**src/rtl/rv_dmem_master_if.sv**
```systemverilog
// Data-memory bus between rv_dmem_master and its memory slave.
// The request fields are held by the master until the slave acks.
interface rv_dmem_master_if;
  logic [31:0] addr;
  logic [31:0] data_s;
  logic [3:0]  data_select;
  logic        load;
  logic        store;
  logic        ack;
  logic [31:0] data_l;

  modport master (
    output addr, data_s, data_select, load, store,
    input  ack, data_l
  );

  modport slave (
    input  addr, data_s, data_select, load, store,
    output ack, data_l
  );
endinterface

```
**src/rtl/rv_dmem_master.sv**
```systemverilog
// Data-memory bus master: one bus request per load/store, byte enables, lane-replicated store data.
// Defining URV_MISALIGN_TRAP_EN traps misaligned H/W accesses and adds the dm_misaligned_o port.
module rv_dmem_master #(
  parameter int unsigned TIMEOUT_CYCLES = 255
) (
  input  logic                    clk_i,
  input  logic                    rst_n_i,
  input  logic                    x_valid_i,
  input  logic                    x_load_i,
  input  logic                    x_store_i,
  input  logic [2:0]              x_fun_i,
  input  logic [31:0]             x_dm_addr_i,
  input  logic [31:0]             x_dm_data_s_i,
  input  logic                    w_stall_i,
  input  logic                    w_stall_req_i,
  rv_dmem_master_if.master        dm,
  output logic [31:0]             dm_data_l_o,
  output logic                    dm_load_done_o,
  output logic                    dm_store_done_o,
  output logic                    dm_bus_err_o
`ifdef URV_MISALIGN_TRAP_EN
  ,
  output logic                    dm_misaligned_o
`endif
);

  localparam int unsigned CntW = (TIMEOUT_CYCLES > 2) ? $clog2(TIMEOUT_CYCLES) : 1;

  typedef enum logic [1:0] {StIdle, StBusy, StDone} state_e;

  state_e      state_q, state_d;
  logic [31:0] addr_q, addr_d;
  logic [31:0] wdata_q, wdata_d;
  logic [31:0] rdata_q, rdata_d;
  logic [3:0]  sel_q, sel_d;
  logic        req_ld_q, req_ld_d;
  logic        req_st_q, req_st_d;
  logic        done_ld_q, done_ld_d;
  logic        done_st_q, done_st_d;
  logic        err_q, err_d;
  logic        mis_q, mis_d;
  logic        flush_q, flush_d;
  logic [CntW-1:0] cnt_q, cnt_d;

  logic [3:0]  sel_new;
  logic [31:0] wdata_new;
  logic        misaligned;
  logic        is_mem;
  logic        advance;
  logic        timeout_hit;

  // x_fun_i[2] only selects sign extension, which happens downstream.
  logic unused_fun;
  assign unused_fun = x_fun_i[2];

  assign is_mem      = x_load_i | x_store_i;
  assign advance     = ~w_stall_i & ~w_stall_req_i;
  assign timeout_hit = (TIMEOUT_CYCLES != 0) && (cnt_q == CntW'(TIMEOUT_CYCLES - 1));

  always_comb begin
    sel_new   = 4'hf;
    wdata_new = x_dm_data_s_i;
    unique case (x_fun_i[1:0])
      2'b00: begin
        sel_new   = 4'b0001 << x_dm_addr_i[1:0];
        wdata_new = {4{x_dm_data_s_i[7:0]}};
      end
      2'b01: begin
        sel_new   = x_dm_addr_i[1] ? 4'b1100 : 4'b0011;
        wdata_new = {2{x_dm_data_s_i[15:0]}};
      end
      default: begin
        sel_new   = 4'hf;
        wdata_new = x_dm_data_s_i;
      end
    endcase
  end

`ifdef URV_MISALIGN_TRAP_EN
  assign misaligned = ((x_fun_i[1:0] == 2'b01) && x_dm_addr_i[0]) ||
                      (x_fun_i[1] && (x_dm_addr_i[1:0] != 2'b00));
  assign dm_misaligned_o = mis_q;
`else
  assign misaligned = 1'b0;
  logic unused_mis;
  assign unused_mis = mis_q;
`endif

  always_comb begin
    state_d   = state_q;
    addr_d    = addr_q;
    wdata_d   = wdata_q;
    rdata_d   = rdata_q;
    sel_d     = sel_q;
    req_ld_d  = req_ld_q;
    req_st_d  = req_st_q;
    done_ld_d = done_ld_q;
    done_st_d = done_st_q;
    err_d     = err_q;
    mis_d     = mis_q;
    flush_d   = flush_q;
    cnt_d     = cnt_q;
    unique case (state_q)
      StIdle: begin
        if (x_valid_i && is_mem) begin
          if (misaligned) begin
            state_d   = StDone;
            done_ld_d = x_load_i;
            done_st_d = ~x_load_i;
            rdata_d   = '0;
            mis_d     = 1'b1;
          end else begin
            // Load wins when both load and store are flagged.
            state_d  = StBusy;
            addr_d   = {x_dm_addr_i[31:2], 2'b00};
            wdata_d  = wdata_new;
            sel_d    = sel_new;
            req_ld_d = x_load_i;
            req_st_d = ~x_load_i;
            flush_d  = 1'b0;
            cnt_d    = '0;
          end
        end
      end
      StBusy: begin
        if (!x_valid_i) flush_d = 1'b1;
        // An ack in the final counted cycle still completes normally.
        if (dm.ack || timeout_hit) begin
          req_ld_d = 1'b0;
          req_st_d = 1'b0;
          if (flush_q || !x_valid_i) begin
            state_d = StIdle;
          end else begin
            state_d   = StDone;
            done_ld_d = req_ld_q;
            done_st_d = req_st_q;
            err_d     = ~dm.ack;
            rdata_d   = (dm.ack && req_ld_q) ? dm.data_l : '0;
          end
        end else begin
          cnt_d = cnt_q + CntW'(1);
        end
      end
      StDone: begin
        if (!x_valid_i || advance) begin
          state_d   = StIdle;
          done_ld_d = 1'b0;
          done_st_d = 1'b0;
          err_d     = 1'b0;
          mis_d     = 1'b0;
        end
      end
      default: state_d = StIdle;
    endcase
  end

  always_ff @(posedge clk_i) begin
    if (!rst_n_i) begin
      state_q   <= StIdle;
      addr_q    <= '0;
      wdata_q   <= '0;
      rdata_q   <= '0;
      sel_q     <= '0;
      req_ld_q  <= 1'b0;
      req_st_q  <= 1'b0;
      done_ld_q <= 1'b0;
      done_st_q <= 1'b0;
      err_q     <= 1'b0;
      mis_q     <= 1'b0;
      flush_q   <= 1'b0;
      cnt_q     <= '0;
    end else begin
      state_q   <= state_d;
      addr_q    <= addr_d;
      wdata_q   <= wdata_d;
      rdata_q   <= rdata_d;
      sel_q     <= sel_d;
      req_ld_q  <= req_ld_d;
      req_st_q  <= req_st_d;
      done_ld_q <= done_ld_d;
      done_st_q <= done_st_d;
      err_q     <= err_d;
      mis_q     <= mis_d;
      flush_q   <= flush_d;
      cnt_q     <= cnt_d;
    end
  end

  assign dm.addr         = addr_q;
  assign dm.data_s       = wdata_q;
  assign dm.data_select  = sel_q;
  assign dm.load         = req_ld_q;
  assign dm.store        = req_st_q;
  assign dm_data_l_o     = rdata_q;
  assign dm_load_done_o  = done_ld_q;
  assign dm_store_done_o = done_st_q;
  assign dm_bus_err_o    = err_q;

endmodule
```
**src/flat_wrapper.sv**
```systemverilog
// flat-port wrapper written by rule: the top's interface ports become plain ports
module rv_dmem_master_flat 
#(
  parameter int unsigned TIMEOUT_CYCLES = 255
)
  (clk_i, rst_n_i, x_valid_i, x_load_i, x_store_i, x_fun_i, x_dm_addr_i, x_dm_data_s_i, w_stall_i, w_stall_req_i, dm_data_l_o, dm_load_done_o, dm_store_done_o, dm_bus_err_o, dm_addr, dm_data_s, dm_data_select, dm_load, dm_store, dm_ack, dm_data_l);
  rv_dmem_master_if dm_i ();
  input  logic clk_i;
  input  logic rst_n_i;
  input  logic x_valid_i;
  input  logic x_load_i;
  input  logic x_store_i;
  input  logic [2:0] x_fun_i;
  input  logic [31:0] x_dm_addr_i;
  input  logic [31:0] x_dm_data_s_i;
  input  logic w_stall_i;
  input  logic w_stall_req_i;
  output logic [31:0] dm_data_l_o;
  output logic dm_load_done_o;
  output logic dm_store_done_o;
  output logic dm_bus_err_o;
  output wire logic [$bits(dm_i.addr)-1:0] dm_addr;
  output wire logic [$bits(dm_i.data_s)-1:0] dm_data_s;
  output wire logic [$bits(dm_i.data_select)-1:0] dm_data_select;
  output wire logic [$bits(dm_i.load)-1:0] dm_load;
  output wire logic [$bits(dm_i.store)-1:0] dm_store;
  input wire logic [$bits(dm_i.ack)-1:0] dm_ack;
  input wire logic [$bits(dm_i.data_l)-1:0] dm_data_l;
  assign dm_addr = dm_i.addr;
  assign dm_data_s = dm_i.data_s;
  assign dm_data_select = dm_i.data_select;
  assign dm_load = dm_i.load;
  assign dm_store = dm_i.store;
  assign dm_i.ack = dm_ack;
  assign dm_i.data_l = dm_data_l;
  rv_dmem_master #(.TIMEOUT_CYCLES(TIMEOUT_CYCLES)) u_core (.clk_i(clk_i), .rst_n_i(rst_n_i), .x_valid_i(x_valid_i), .x_load_i(x_load_i), .x_store_i(x_store_i), .x_fun_i(x_fun_i), .x_dm_addr_i(x_dm_addr_i), .x_dm_data_s_i(x_dm_data_s_i), .w_stall_i(w_stall_i), .w_stall_req_i(w_stall_req_i), .dm(dm_i), .dm_data_l_o(dm_data_l_o), .dm_load_done_o(dm_load_done_o), .dm_store_done_o(dm_store_done_o), .dm_bus_err_o(dm_bus_err_o));
endmodule
```
**config.mk**
```make
export PLATFORM = sky130hd
export DESIGN_NAME = rv_dmem_master_flat
export DESIGN_NICKNAME = d
export VERILOG_FILES = /design/src/rtl/rv_dmem_master_if.sv /design/src/rtl/rv_dmem_master.sv /design/src/flat_wrapper.sv
export SDC_FILE = /design/constraint.sdc
export NUM_CORES = 1
export LEC_CHECK = 0
export ABC_AREA = 1
export BUFFER_PORTS_ARGS = -buffer_cell sky130_fd_sc_hd__buf_2
export CORE_ASPECT_RATIO = 0.9
export CORE_MARGIN = 2
export CORE_UTILIZATION = 47
export CTS_CLUSTER_SIZE = 30
export DETAILED_ROUTE_END_ITERATION = 7
export GPL_TIMING_DRIVEN = 0
export PLACE_DENSITY_LB_ADDON = 0.12
export SLEW_MARGIN = 20
export SYNTH_ARGS = -nofsm -noshare
export SYNTH_HDL_FRONTEND = slang
export SYNTH_SLANG_ARGS = --single-unit
```
**constraint.sdc**
```tcl
create_clock -name clk_i -period 2.1 [get_ports clk_i]
set_clock_uncertainty 0.15 [all_clocks]
set_input_delay 0.315 -clock clk_i [delete_from_list [all_inputs] [get_ports clk_i]]
set_output_delay 0.315 -clock clk_i [all_outputs]
set_load 0.01 [all_outputs]
```
## Word-level counts from Yosys, hierarchy flattened

Index checks and enable logic that the tools add are counted.
W data, S select, Z words.

| storage, ports and cells | value |
|---|---|
| latch bits | 0 |
| register bits | 114 |
| output and inout port bits | 105 |
| memory bits (writable) | 0 |
| memories | 0 |
| word-level logic and storage cells | 78 |
| memory bits (read-only) | 0 |
| input port bits | 107 |

| cells by class | value |
|---|---|
| bitwise gates (word level) | 7 |
| reductions and logical operators | 17 |
| divide/modulo/power cells | 0 |
| equality and inequality tests | 10 |
| order comparisons | 0 |
| muxes and demuxes | 30 |
| shift-type cells | 1 |
| multipliers | 0 |
| add/sub/neg operators | 1 |

Operators by type and width:

| operator | number |
|---|---|
| $pmux W32 S2 | 1 |
| $mux W32 | 1 |
| $mux W8 | 2 |
| $pmux W8 S2 | 1 |
| $reduce_and A3 Y1 | 5 |
| $mux W1 | 12 |
| $pmux W1 S2 | 6 |
| $add A8 B1 Y8 const B | 1 |
| $eq A8 B8 Y1 const B | 1 |
| $mux W2 | 4 |
| $pmux W4 S2 | 1 |
| $ne A2 B1 Y1 const B | 3 |
| $ne A2 B2 Y1 const B | 3 |
| $pmux W2 S3 | 1 |
| $not A1 Y1 | 5 |
| $eq A2 B1 Y1 const B | 2 |
| $logic_not A2 Y1 | 2 |
| $mux W4 | 1 |
| $reduce_and A4 Y1 | 1 |
| $reduce_bool A2 Y1 | 2 |
| $shl A1 B2 Y4 const A | 1 |
| $logic_or A1 B1 Y1 | 3 |
| $eq A2 B2 Y1 const B | 1 |
| $logic_and A1 B1 Y1 | 2 |
| 4 further kinds | 4 |

## Depth between registers and ports, before layout

Gate-level depths: netlist (run 1).

| depth | value |
|---|---|
| depth after elaboration | 5 |
| mapped depth | 11 |
| depth with buffers taken out | 10 |

## Worst setup path after synthesis (run 1)

Ideal clock, no wire load.

| path | value |
|---|---|
| path type | register to register |
| start point | register u_core.cnt_q[0] |
| end point | register u_core.rdata_q[0], in the netlist u_core.dm_data_l_o[0] |
| cell stages (with the launch flop) | 11 |
| setup slack | 627 ps |
| path buffers | 1 |
| arrival | 1,207 ps |
| path through | dfxtp_1 -> inv_1 -> ha_1 -> inv_1 -> nor2_1 -> nand2_2 -> nand2_4 -> nand2_4 -> clkbuf_2 -> o21ai_0 -> nor2_1 |

| on the way | value |
|---|---|
| word-level cells in the longest chain between the ends | 3 |

Ends and longest elaborated chain:

| item | RTL line | RTL |
|---|---|---|
| from (decl) | rv_dmem_master.sv:43 | `logic [CntW-1:0] cnt_q, cnt_d;` |
| from (signal assigned) | rv_dmem_master.sv:185 | `cnt_q <= cnt_d;` |
| $eq A8 B8 Y1 | rv_dmem_master.sv:58 | `assign timeout_hit = (TIMEOUT_CYCLES != 0) && (cnt_q == CntW'(TIMEOUT_CYCLES - 1));` |
| $logic_or A1 B1 Y1 | rv_dmem_master.sv:128 | `if (dm.ack \|\| timeout_hit) begin` |
| $reduce_and A3 Y1 (no source line) | -- |  |
| to (signal assigned) | rv_dmem_master.sv:176 | `rdata_q <= rdata_d;` |
| to (decl) | rv_dmem_master.sv:34 | `logic [31:0] rdata_q, rdata_d;` |

No other way between the ends.
A chain may end at the register's enable or synchronous reset.

## Worst setup path in the final report (run 1)

| path | value |
|---|---|
| start point | register u_core.cnt_q[0] |
| end point | register u_core.rdata_q[19], in the netlist u_core.dm_data_l_o[19] |

Same word-level chain as after synthesis.

==> summary.txt, run 1 <==
Synth
  – Synthesized flop and latch total: 114
  – Async S/R FF share, synth: 0
  – EDFF count, synth: 0
  – Cell with the most instances after synthesis: nor2_1
  – Synth Area in XOR/XNOR: 0.00181
  – Area share of fa/ha/maj cells after synthesis: 0.00519
  – Post-Synthesis Cell Area: 4830 um^2
  – Count of cell types in the netlist: 29
  – Yosys top cell area share: 0.473
  – Yosys warns: 0
  – Top_reg_cell synth: dfxtp_1
  – Syn Area/Cell: 7.07 um^2
  – Mux cell area share after synthesis: 0
  – Post-Synthesis Cells: ~680
  – Synth Area in Compound Gates: 0.171
  – Sequential element share of the synthesized area: 0.473
  – Largest cells by area after synthesis: dfxtp_1 47%, nor2_1 16%, o21ai_0 11%, nand2_1 4.9%, a21oi_1 4.6%
  – Main combinational cell family by area after synthesis: simple AND/OR/NAND/NOR gates
  – Commonest cells in the netlist: 208 x nor2_1, 114 x dfxtp_1, 103 x o21ai_0
  – Simple-gate area share of the yosys netlist: 0.255
  – Synth area leader: dfxtp_1

Global route
  – Met1 global-route usage: 0.335
  – First-pass GRT wire length: 24800 um
  – Gr ovfl total: 0
  – Most used routing layer: met2
  – Pin count of the biggest net entering global routing: 17
  – Antenna violations before repair: 0
  – Number of global-route vias before repair: 5207
  – Met3 Use GR: 0.0791
  – Met2 Use GR: 0.464
  – All-Layer GR Usage: 0.278

Layout
  – Sequential Area: 2280 um^2
  – Fillers: 849
  – P&R area growth vs syn: 44.0%
  – Layout cells sized above 1: 0.290
  – Layout Nets: 1048
  – N_diodes: 0
  – Final Non-Filler Cells: around 1100
  – Area of the multi-input gates: around 2100 um^2

Die
  – Die Y: 100 um
  – Core area: approximately 10000 um^2
  – Die W: 111 um
  – Starting Density: 0.477
  – I/O pin cnt: 212
  – Row count: 35
  – Die footprint: 11100 um^2

Timing
  – Final Setup Violations: 0
  – Min Tclk post-route: 1.69 ns
  – RSZ-0062 raised after global routing: no
  – Tcrit/Tclk final: 0.805
  – Setup TNS Final: 0 ns
  – Pin slew with the least headroom to its limit: around 0.54 ns
  – Slew Viols, Final: 0
  – Final hold violation count: 0
  – Slew headroom: 0.638
  – Top achievable clock speed: 591 MHz

Hold path
  – Hold Crit Class: input pin to register

Worst setup path
  – Worst Path Max Fanout: 10
  – Crit path capture type: register
  – Req. time, crit path: about 2.3 ns
  – CP top delay family: simple AND/OR/NAND/NOR gates
  – CP bufs+invs: 3
  – CP Cell Sequence: inv_1, ha_1, inv_1, nor2_1, nand2_2, nand2_4, nand2_4, clkbuf_2, o21ai_0, nor2_1
  – Crit-path slowest cell: dfxtp_1
  – Setup CP Type: register to register
  – CP arrival: 1.84 ns
  – Slowest Stage Delay on Critical Path: 0.34 ns
  – Startpoint type of the worst setup path: register

Power
  – Worst VDD drop: 0.751 mV
  – Static leakage: 3.61 nW
  – Sw Ratio: 0.255
  – Power Dens Cells: a little over 900 nW/um^2
  – Total power: ~6.3 mW
  – Int Power: 4.70 mW
  – Comb pwr share: 0.139
  – Clock share of power: 0.481
  – Sequential fraction of design power: 0.380
  – Psw: 1.61 mW

Clock network
  – Clock Tree Buf Depth: 2
  – # H-tree levels: 4
  – Clock slew at reported path FFs: 0.06 ns
  – Skew-Pair Late Insertion Delay: 0.41 ns
  – CTS tree: done
  – Clk root buf: clkbuf_16
  – Total setup buffers inserted after CTS: 0
  – Post-CTS Resized: 0
  – CTS Sinks: between 100 and 150
  – Num CTS Buffers: 17
  – Hold-fix buffers at CTS: 30

Detailed routing
  – Vias per inst: 5.00
  – Drt first pass iters: 5
  – Wirelength, routed: 15400 um
  – Antenna Violating Nets Remaining: 0
  – Vias: 5405
  – Routed len/inst: between 10 and 15 um
  – Residual DRC count: 0
  – Iteration-0 DRC Markers: 399

Placed design
  – RD Place Congestion: between 0.8 and 0.9
  – Dpl cells: roughly 1000
  – Final HPWL DP: between 10000 and 15000 um
  – Port bufs: 206

Outcome
  – Status: complete, no violations

Job
  – Max-Cap Viols: 0
layer usage:
layer | wire length [um] | up-vias
li1 | - | 2669
met1 | 6530 | 2507
met2 | 7550 | 193
met3 | 993 | 36
met4 | 352 | 0
met5 | 0 | -
metrics by stage:
step / cell area, um^2 / hold slack, ns / utilization / setup slack (ns)
detailed placement: 6020 / 0.315 / 0.595 / 0.337
finish: 6950 / 0.0218 / 0.687 / 0.409
floorplan: 4830 / 0.290 / - / 0.627
global placement: 6020 / 0.303 / 0.595 / 0.363
global route: 6950 / 0.0514 / 0.687 / 0.279
CTS: 6950 / 0.0109 / 0.687 / 0.407
power groups by stage:
stage | registers (mW) | logic (mW) | clock network [mW]
after CTS | 2.39 | 0.872 | 3.05
after global placement | 2.43 | 0.805 | 0
after floorplan | 2.50 | 0.387 | 0
final | 2.40 | 0.879 | 3.04
after detailed placement | 2.43 | 0.822 | 0
after global routing | 2.41 | 0.981 | 3.15
worst paths after layout:
path	start	end	slack, ns	depth (start not counted)
setup / recovery	u_core.cnt_q[0]	u_core.dm_data_l_o[19]	0.41	10
hold / removal	x_dm_data_s_i[27]	u_core.dm.data_s[27]	0.02	3
hold reg to reg	u_core.flush_q	u_core.flush_q	0.32	2
setup reg to reg	u_core.cnt_q[0]	u_core.dm_data_l_o[19]	0.41	10
cell families after synthesis:
group / count (synthesis)
compound gates: 156
xor+xnor: 1
fa+ha+maj: 2
buf+inv: 103
flops: 114
other cells: 1
simple gates: 306
cell type report:
type / count / share of cell area
Inverter: 61 / 0.0335
Multi-Input combinational cell: 467 / 0.302
Timing Repair Buffer: 236 / 0.192
Clock buffer: 24 / 0.0722
Sequential cell: 114 / 0.328
Buffer: 42 / 0.0315
Clock inverter: 8 / 0.0178
Tap cell: 129 / 0.0232
registers in the layout, indices dropped and copies added (netlist names):
signal,flops
u_core.dm.data_s,32
u_core.dm_data_l_o,32
u_core.dm.addr,30
u_core.dm_load_done_o,1
u_core.dm.store,1
u_core.dm_store_done_o,1
u_core.state_q,2
u_core.flush_q,1
u_core.dm.load,1
u_core.dm_bus_err_o,1
u_core.dm.data_select,4
u_core.cnt_q,8
cell usage in the layout (no fill, tap or decap):
cell | synthesis | layout
inv_4 | 1 | 1
buf_4 | 2 | 2
inv_2 | 1 | 1
buf_2 | 12 | 218
nor2_4 | 1 | 1
nor2_2 | 3 | 3
nand2_4 | 2 | 2
clkinv_4 | 0 | 1
clkbuf_16 | 0 | 17
buf_6 | 4 | 4
nor2_1 | 208 | 208
dfxtp_1 | 114 | 114
nand3_1 | 20 | 20
nand3b_1 | 1 | 1
ha_1 | 2 | 2
nand2_1 | 63 | 63
o21bai_1 | 1 | 1
o21ai_0 | 103 | 103
clkinvlp_4 | 0 | 2
xor2_1 | 1 | 1
o211a_1 | 8 | 8
inv_1 | 58 | 58
dlygate4sd3_1 | 0 | 30
nand4_1 | 1 | 1
nand2_2 | 3 | 3
bufinv_16 | 0 | 3
nand3_2 | 1 | 1
or2_2 | 2 | 2
or2_1 | 1 | 1
clkbuf_1 | 17 | 19
clkbuf_8 | 0 | 5
clkinv_2 | 1 | 3
a21oi_1 | 44 | 44
clkbuf_2 | 7 | 7
conb_1 | 1 | 2
worst register-to-register path, delay by kind of cell (launching register included):
kind	cells	cell delay [ns]
and+or+nand+nor	5	0.43
DFF	1	0.34
buffers and inverters	3	0.31
AOI/OAI and AO/OA	1	0.20
adders and majority gates	1	0.14
Note: power is estimated with default switching activity, not from simulation.
==> run 2, diff against run 1 <==
--- a/config.mk
+++ b/config.mk
@@ -9,7 +9,7 @@
 export BUFFER_PORTS_ARGS = -buffer_cell sky130_fd_sc_hd__buf_2
 export CORE_ASPECT_RATIO = 0.9
 export CORE_MARGIN = 2
-export CORE_UTILIZATION = 47
+export CORE_UTILIZATION = 43
 export CTS_CLUSTER_SIZE = 30
 export DETAILED_ROUTE_END_ITERATION = 7
 export GPL_TIMING_DRIVEN = 0
==> constraint.sdc (replaced) <==
create_clock -name clk_i -period 1.35 [get_ports clk_i]
set_clock_uncertainty 0.15 [all_clocks]
set_input_delay 0.2025 -clock clk_i [delete_from_list [all_inputs] [get_ports clk_i]]
set_output_delay 0.2025 -clock clk_i [all_outputs]
set_load 0.01 [all_outputs]
==> run 2 against run 1 <==
The run now ends with setup timing left. Combinational power up 130%. Sequential power up 58%. Count of clock-buffer cells in the layout down 2. Hold slack worse by 0.020 ns. Power up 67%. Sequential share of layout area down 6.4 points. Non-clock buffer count up 68. Setup slack worse by 0.62 ns. Register-to-register slack worse by 0.62 ns. Critical endpoint is now u_core.state_q[1]. Largest power group unchanged.
==> summary.txt, run 2 (synthesized netlist as in run 1, its figures left out) <==
Outcome
  – Status: finished with violations
  – Failing checks: setup timing

Detailed routing
  – Antenna Violating Nets Remaining: 0 (unchanged)
  – Drt first pass iters: 8 (+3)
  – Routed len/inst: 15.3 um (+7.3%)
  – Wirelength, routed: 18000 um (+17%)
  – Iteration-0 DRC Markers: 312 (-22%)
  – Vias: 5905 (+9.3%)
  – Vias per inst: 5.03 (+0.60%)
  – Residual DRC count: 0 (unchanged)

Layout
  – Fillers: 694 (-18%)
  – P&R area growth vs syn: 79.8%
  – Layout cells sized above 1: 0.430 (+0.140)
  – Final Non-Filler Cells: 1174 (+8.6%)
  – Layout Nets: 1117 (+6.6%)
  – Sequential Area: 2300 um^2 (+0.60%)
  – Area of the multi-input gates: 2710 um^2 (+29%)
  – Layout Utilization: 0.796 (+0.109)
  – Most frequent cells in the layout: 210 x buf_2, 190 x nor2_1, 105 x dfxtp_1
  – Most common cell after layout, fill and taps aside: buf_2

Worst setup path
  – Startpoint type of the worst setup path: register
  – Crit path capture type: register
  – CP Launch Point: u_core.cnt_q[0]
  – CP Cell Sequence: inv_2, ha_4, inv_4, nor2_4, nand2_4, nand2_4, nand2_8, clkinv_8, clkbuf_16, nor2_4, nor2_1
  – Req. time, crit path: 1.49 ns (-0.76 ns)
  – Crit-path slowest cell: dfxtp_2
  – Slowest Stage Delay on Critical Path: 0.34 ns (about the same)
  – CP arrival: 1.69 ns (-0.15 ns)
  – Worst Path Max Fanout: 7 (-3)
  – FF-to-FF Start: u_core.cnt_q[0]
  – Setup CP Type: register to register

Die
  – Core area: 10900 um^2 (+7.8%)
  – Die footprint: 12100 um^2 (+8.9%)
  – Die Y: 105 um (+4.4%)
  – Row count: 36 (+2.9%)
  – Starting Density: 0.443 (-0.0343)
  – Die W: 116 um (+4.4%)
  – I/O pin cnt: 212 (unchanged)

Global route
  – All-Layer GR Usage: 0.259 (-0.0183)
  – Number of global-route vias before repair: 5367 (+3.1%)
  – Pin count of the biggest net entering global routing: 17 (unchanged)
  – Antenna violations before repair: 0 (unchanged)
  – Gr ovfl total: 0 (unchanged)
  – First-pass GRT wire length: 24700 um (about the same)

Timing
  – Top achievable clock speed: 642 MHz (+8.6%)
  – Slew headroom: 0.418 (-0.221)
  – Final hold violation count: 0 (unchanged)
  – Slew Viols, Final: 0 (unchanged)
  – Pin slew with the least headroom to its limit: 0.874 ns (+0.331 ns)
  – Min Tclk post-route: 1.56 ns (-0.134 ns)
  – Final setup margin: -0.208 ns (-0.616 ns)
  – Tcrit/Tclk final: 1.15 (+0.348)
  – Final Setup Violations: 86 (+86)
  – RSZ-0062 raised after global routing: yes
  – Setup TNS Final: -7.86 ns (-7.86 ns)

Clock network
  – Clock slew at reported path FFs: 0.05 ns (about the same)
  – Skew-Pair Late Insertion Delay: 0.41 ns (about the same)
  – Clk root buf: clkbuf_16
  – Num CTS Buffers: 17 (unchanged)
  – Clock Tree Buf Depth: 2 (unchanged)
  – CTS tree: done
  – # H-tree levels: 4 (unchanged)
  – CTS Sinks: 114 (unchanged)

Power
  – Worst VDD drop: 0.970 mV (+29%)
  – Total power: 10.6 mW (+67%)
  – Static leakage: 4.23 nW (+17%)
  – Power Dens Cells: 1220 nW/um^2 (+34%)

Placed design
  – RD Place Congestion: 0.865 (-1.4%)
  – Final HPWL DP: 10500 um (-0.83%)
  – Worst slack, placed: -0.247 ns (-0.584 ns)
  – Dpl cells: 1042 (+2.3%)
  – Port bufs: 206 (unchanged)

Hold path
  – Min-delay src: dm_data_l[2]
  – Hold Crit Class: input pin to register

Job
  – Max-Cap Viols: 0 (unchanged)
==> run 2: stage by stage <==
| step | hold slack [ns] | area [um^2] |
|---|---|---|
| 2_1_floorplan | 0.187 | 4890 |
| 3_3_place_gp | 0.275 | 6120 |
| 3_5_place_dp | 0.280 | 6120 |
| 4_1_cts | 0.000195 | 7750 |
| 5_1_grt | 0.0153 | 8670 |
| 6_report | 0.00198 | 8680 |
==> run 2: path summary, 6_finish.rpt <==
path	to	slack, ns	depth (start not counted)
max	u_core.state_q[1]	-0.21	11
max reg2reg	u_core.state_q[1]	-0.21	11
min reg2reg	u_core.flush_q	0.32	2
min	u_core.dm_data_l_o[2]	0.002	5
==> run 2: worst max-delay path: cells and delay by family, from the launching register on <==
kind | cells | cell delay (ns)
and+or+nand+nor | 6 | 0.42
buffers and inverters | 4 | 0.35
DFF | 1 | 0.34
adders and majority gates | 1 | 0.15
==> run 2: layout make-up <==
cell class                      instances  share of cell area
Antenna cell                            1            0.000288
Buffer                                 42              0.0449
Clock buffer                           22              0.0547
Clock inverter                         10              0.0179
Inverter                               61              0.0287
Multi-Input combinational cell        468               0.312
Sequential cell                       114               0.265
Tap cell                              152              0.0219
Timing Repair Buffer                  304               0.255
==> run 2: power breakdown <==
part	switching [mW]	internal [mW]
clock network	1.56	3.22
logic	1.03	0.985
registers	0.170	3.61
total	2.76	7.81
==> run 2: what timing repair did <==
| action | 4_1_cts | 5_1_grt |
|---|---|---|
| gates resized for setup | 51 | 222 |
| hold buffers | 72 | 1 |
| setup endpoints to repair | 114 | 112 |
| pin swaps | 20 | 31 |
| endpoints found under the hold margin | 72 | 1 |
| setup buffers | 6 | 8 |
| gates cloned | 2 | 11 |
==> run 2: per-layer routing <==
layer  GRT usage  up-vias  wire [um]
met5           0        -          0
met4       0.112        0        688
met3      0.0862       72       1360
met2       0.430      292       8920
met1       0.303     2714       7000
li1            -     2827          -
==> run 3, diff against run 2 <==
--- a/config.mk
+++ b/config.mk
@@ -14,6 +14,7 @@
 export DETAILED_ROUTE_END_ITERATION = 7
 export GPL_TIMING_DRIVEN = 0
 export PLACE_DENSITY_LB_ADDON = 0.12
+export REMOVE_ABC_BUFFERS = 1
 export SLEW_MARGIN = 20
 export SYNTH_ARGS = -nofsm -noshare
 export SYNTH_HDL_FRONTEND = slang
==> run 3 against run 2 <==
The flow still finishes with violations (setup timing). Maximum frequency down 3.7%. Setup slack worse by 0.060 ns. Routed wire length is 19% higher. Sequential share of layout area shrank 1.2 points. Clock power is 5.4% higher. Cell area rose by 4.7%. Count of clock-buffer cells in the layout up 2.
==> summary.txt, run 3 (synthesized netlist as in run 1, its figures left out) <==
Outcome
  – Status: finished with violations
  – Failing checks: setup timing

Worst setup path
  – CP arrival: 1.81 ns (+0.12 ns)
  – Req. time, crit path: 1.54 ns (+0.05 ns)
  – Slowest Stage Delay on Critical Path: 0.39 ns (+0.05 ns)
  – CP most frequent cell: nand2_8
  – Worst r2r path cells: 8 (-3)
  – Crit path capture type: register
  – Worst Path Max Fanout: 8 (+1)
  – CP Cell Sequence: nand2_2, nor2_2, nand2_4, nand2_8, nand2_8, inv_12, nor2_4, nor2_1
  – CP top delay family: simple AND/OR/NAND/NOR gates
  – Crit-path slowest cell: dfxtp_1
  – Setup CP Type: register to register
  – Startpoint type of the worst setup path: register
  – CP bufs+invs: 1 (-3)
  – Cell depth of the worst setup path: 8 (-3)

Timing
  – Setup TNS Final: -16.97 ns (-9.11 ns)
  – Top achievable clock speed: 618 MHz (-3.7%)
  – Final hold violation count: 0 (unchanged)
  – Slew headroom: 0.547 (+0.130)
  – Tcrit/Tclk final: 1.20 (+0.0447)
  – Slew Viols, Final: 0 (unchanged)
  – Final Setup Violations: 107 (+24%)
  – Pin slew with the least headroom to its limit: 0.677 ns (-0.197 ns)
  – Min Tclk post-route: 1.62 ns (+0.0604 ns)
  – RSZ-0062 raised after global routing: yes
  – Final setup margin: -0.268 ns (-0.0604 ns)

Clock network
  – # H-tree levels: 4 (unchanged)
  – Skew-Pair Late Insertion Delay: 0.42 ns (about the same)
  – CTS Sinks: 114 (unchanged)
  – Clock slew at reported path FFs: 0.06 ns (about the same)
  – Clock Tree Buf Depth: 2 (unchanged)
  – Clk root buf: clkbuf_16
  – CTS tree: done
  – Num CTS Buffers: 17 (unchanged)

Global route
  – Pin count of the biggest net entering global routing: 85 (+68)
  – Gr ovfl total: 0 (unchanged)
  – Antenna violations before repair: 0 (unchanged)
  – First-pass GRT wire length: 29500 um (+19%)
  – Number of global-route vias before repair: 5869 (+9.4%)
  – All-Layer GR Usage: 0.314 (+0.0543)

Detailed routing
  – Routed len/inst: 18.4 um (+20%)
  – Residual DRC count: 0 (unchanged)
  – Vias: 6159 (+4.3%)
  – Antenna Violating Nets Remaining: 0 (unchanged)
  – Wirelength, routed: 21400 um (+19%)
  – Drt first pass iters: 5 (-3)
  – Vias per inst: 5.28 (+4.9%)
  – Iteration-0 DRC Markers: 460 (+47%)

Layout
  – Fillers: 610 (-12%)
  – Most common cell after layout, fill and taps aside: buf_2
  – Most frequent cells in the layout: 206 x buf_2, 128 x nor2_1, 103 x dfxtp_1
  – N_diodes: 0 (-1)
  – Layout cells sized above 1: 0.456 (+0.0262)
  – P&R area growth vs syn: 88.2%
  – Layout Nets: 1111 (-0.54%)

Placed design
  – RD Place Congestion: 0.766 (-11%)
  – Final HPWL DP: 9050 um (-14%)
  – Port bufs: 208 (+0.97%)

Job
  – Max-Cap Viols: 0 (unchanged)

Hold path
  – Hold path depth: 5 (unchanged)
  – Hold Crit Class: input pin to register

Die
  – Die footprint: 12100 um^2 (unchanged)
  – Row count: 36 (unchanged)
  – I/O pin cnt: 212 (unchanged)
  – Core area: 10900 um^2 (unchanged)
  – Starting Density: 0.443 (unchanged)
  – Die Y: 105 um (unchanged)
  – Die W: 116 um (unchanged)

Power
  – Static leakage: 4.32 nW (+2.2%)
  – Power Dens Cells: 1220 nW/um^2 (+0.56%)
  – Worst VDD drop: 0.865 mV (-11%)
  – Total power: 11.1 mW (+5.3%)
## run 3: cell types whose count changed in the layout (fill, tap and decap cells not counted), sizes merged, moves of 3 or more
cell / delta
inv: +4
clkbuf: -20
nand2: +4
buf: +7
clkinv: -3
## run 3: worst paths after layout
check                    startpoint  slack, ns                endpoint
min reg2reg  u_core.dm_data_l_o[28]       0.32  u_core.dm_data_l_o[28]
min                    dm_data_l[1]       0.02   u_core.dm_data_l_o[1]
max reg2reg         u_core.cnt_q[4]      -0.27  u_core.dm_data_l_o[24]
max                 u_core.cnt_q[4]      -0.27  u_core.dm_data_l_o[24]
## run 3: layout make-up
type / instances / area (um^2) / area share
Timing Repair inverter: 4 / 55.1 / 0.00606
Clock inverter: 8 / 145 / 0.0160
Tap cell: 152 / 190 / 0.0209
Multi-Input combinational cell: 472 / 2900 / 0.319
Sequential cell: 114 / 2300 / 0.253
Timing Repair Buffer: 332 / 2710 / 0.299
Inverter: 61 / 259 / 0.0285
Clock buffer: 24 / 522 / 0.0574
## run 3: power breakdown
part           switching [mW]  internal, mW  leakage (nW)  total, mW
clock network            1.61          3.43         0.324       5.04
logic                    1.21          1.11          3.06       2.31
registers               0.167          3.61         0.941       3.77
## run 3: layer usage
layer,GRT usage,vias to the layer above,share of wire
li1,-,2822,-
met1,0.339,2885,0.36
met2,0.537,361,0.51
met3,0.119,91,0.093
met4,0.145,0,0.045
met5,0,-,0
## run 3: timing repair
action	CTS	global route
hold buffers	74	0
gates resized for setup	193	122
cloned	19	6
setup endpoints to repair	114	117
endpoints found under the hold margin	70	0
pin swaps	54	30
setup buffers	27	6
## run 3: stage by stage
| stage | hold slack [ns] | setup WS [ns] | util | std cells | instance area, um^2 |
|---|---|---|---|---|---|
| after detailed placement | 0.281 | -0.602 | 0.547 | 1008 | 5960 |
| after floorplan | 0.173 | -1.03 | - | 642 | 4610 |
| final | 0.0154 | -0.268 | 0.833 | 1167 | 9080 |
| after CTS | 0.00159 | -0.245 | 0.780 | 1159 | 8500 |
| after global placement | 0.274 | -2.13 | 0.536 | 1002 | 5840 |
| after global routing | 0.0172 | -0.333 | 0.833 | 1167 | 9080 |
## run 3: worst min-delay path, delay by kind of cell
kind	cells	cell delay [ns]
compound gates	1	0.08
buf+inv	2	0.11
simple gates	2	0.16
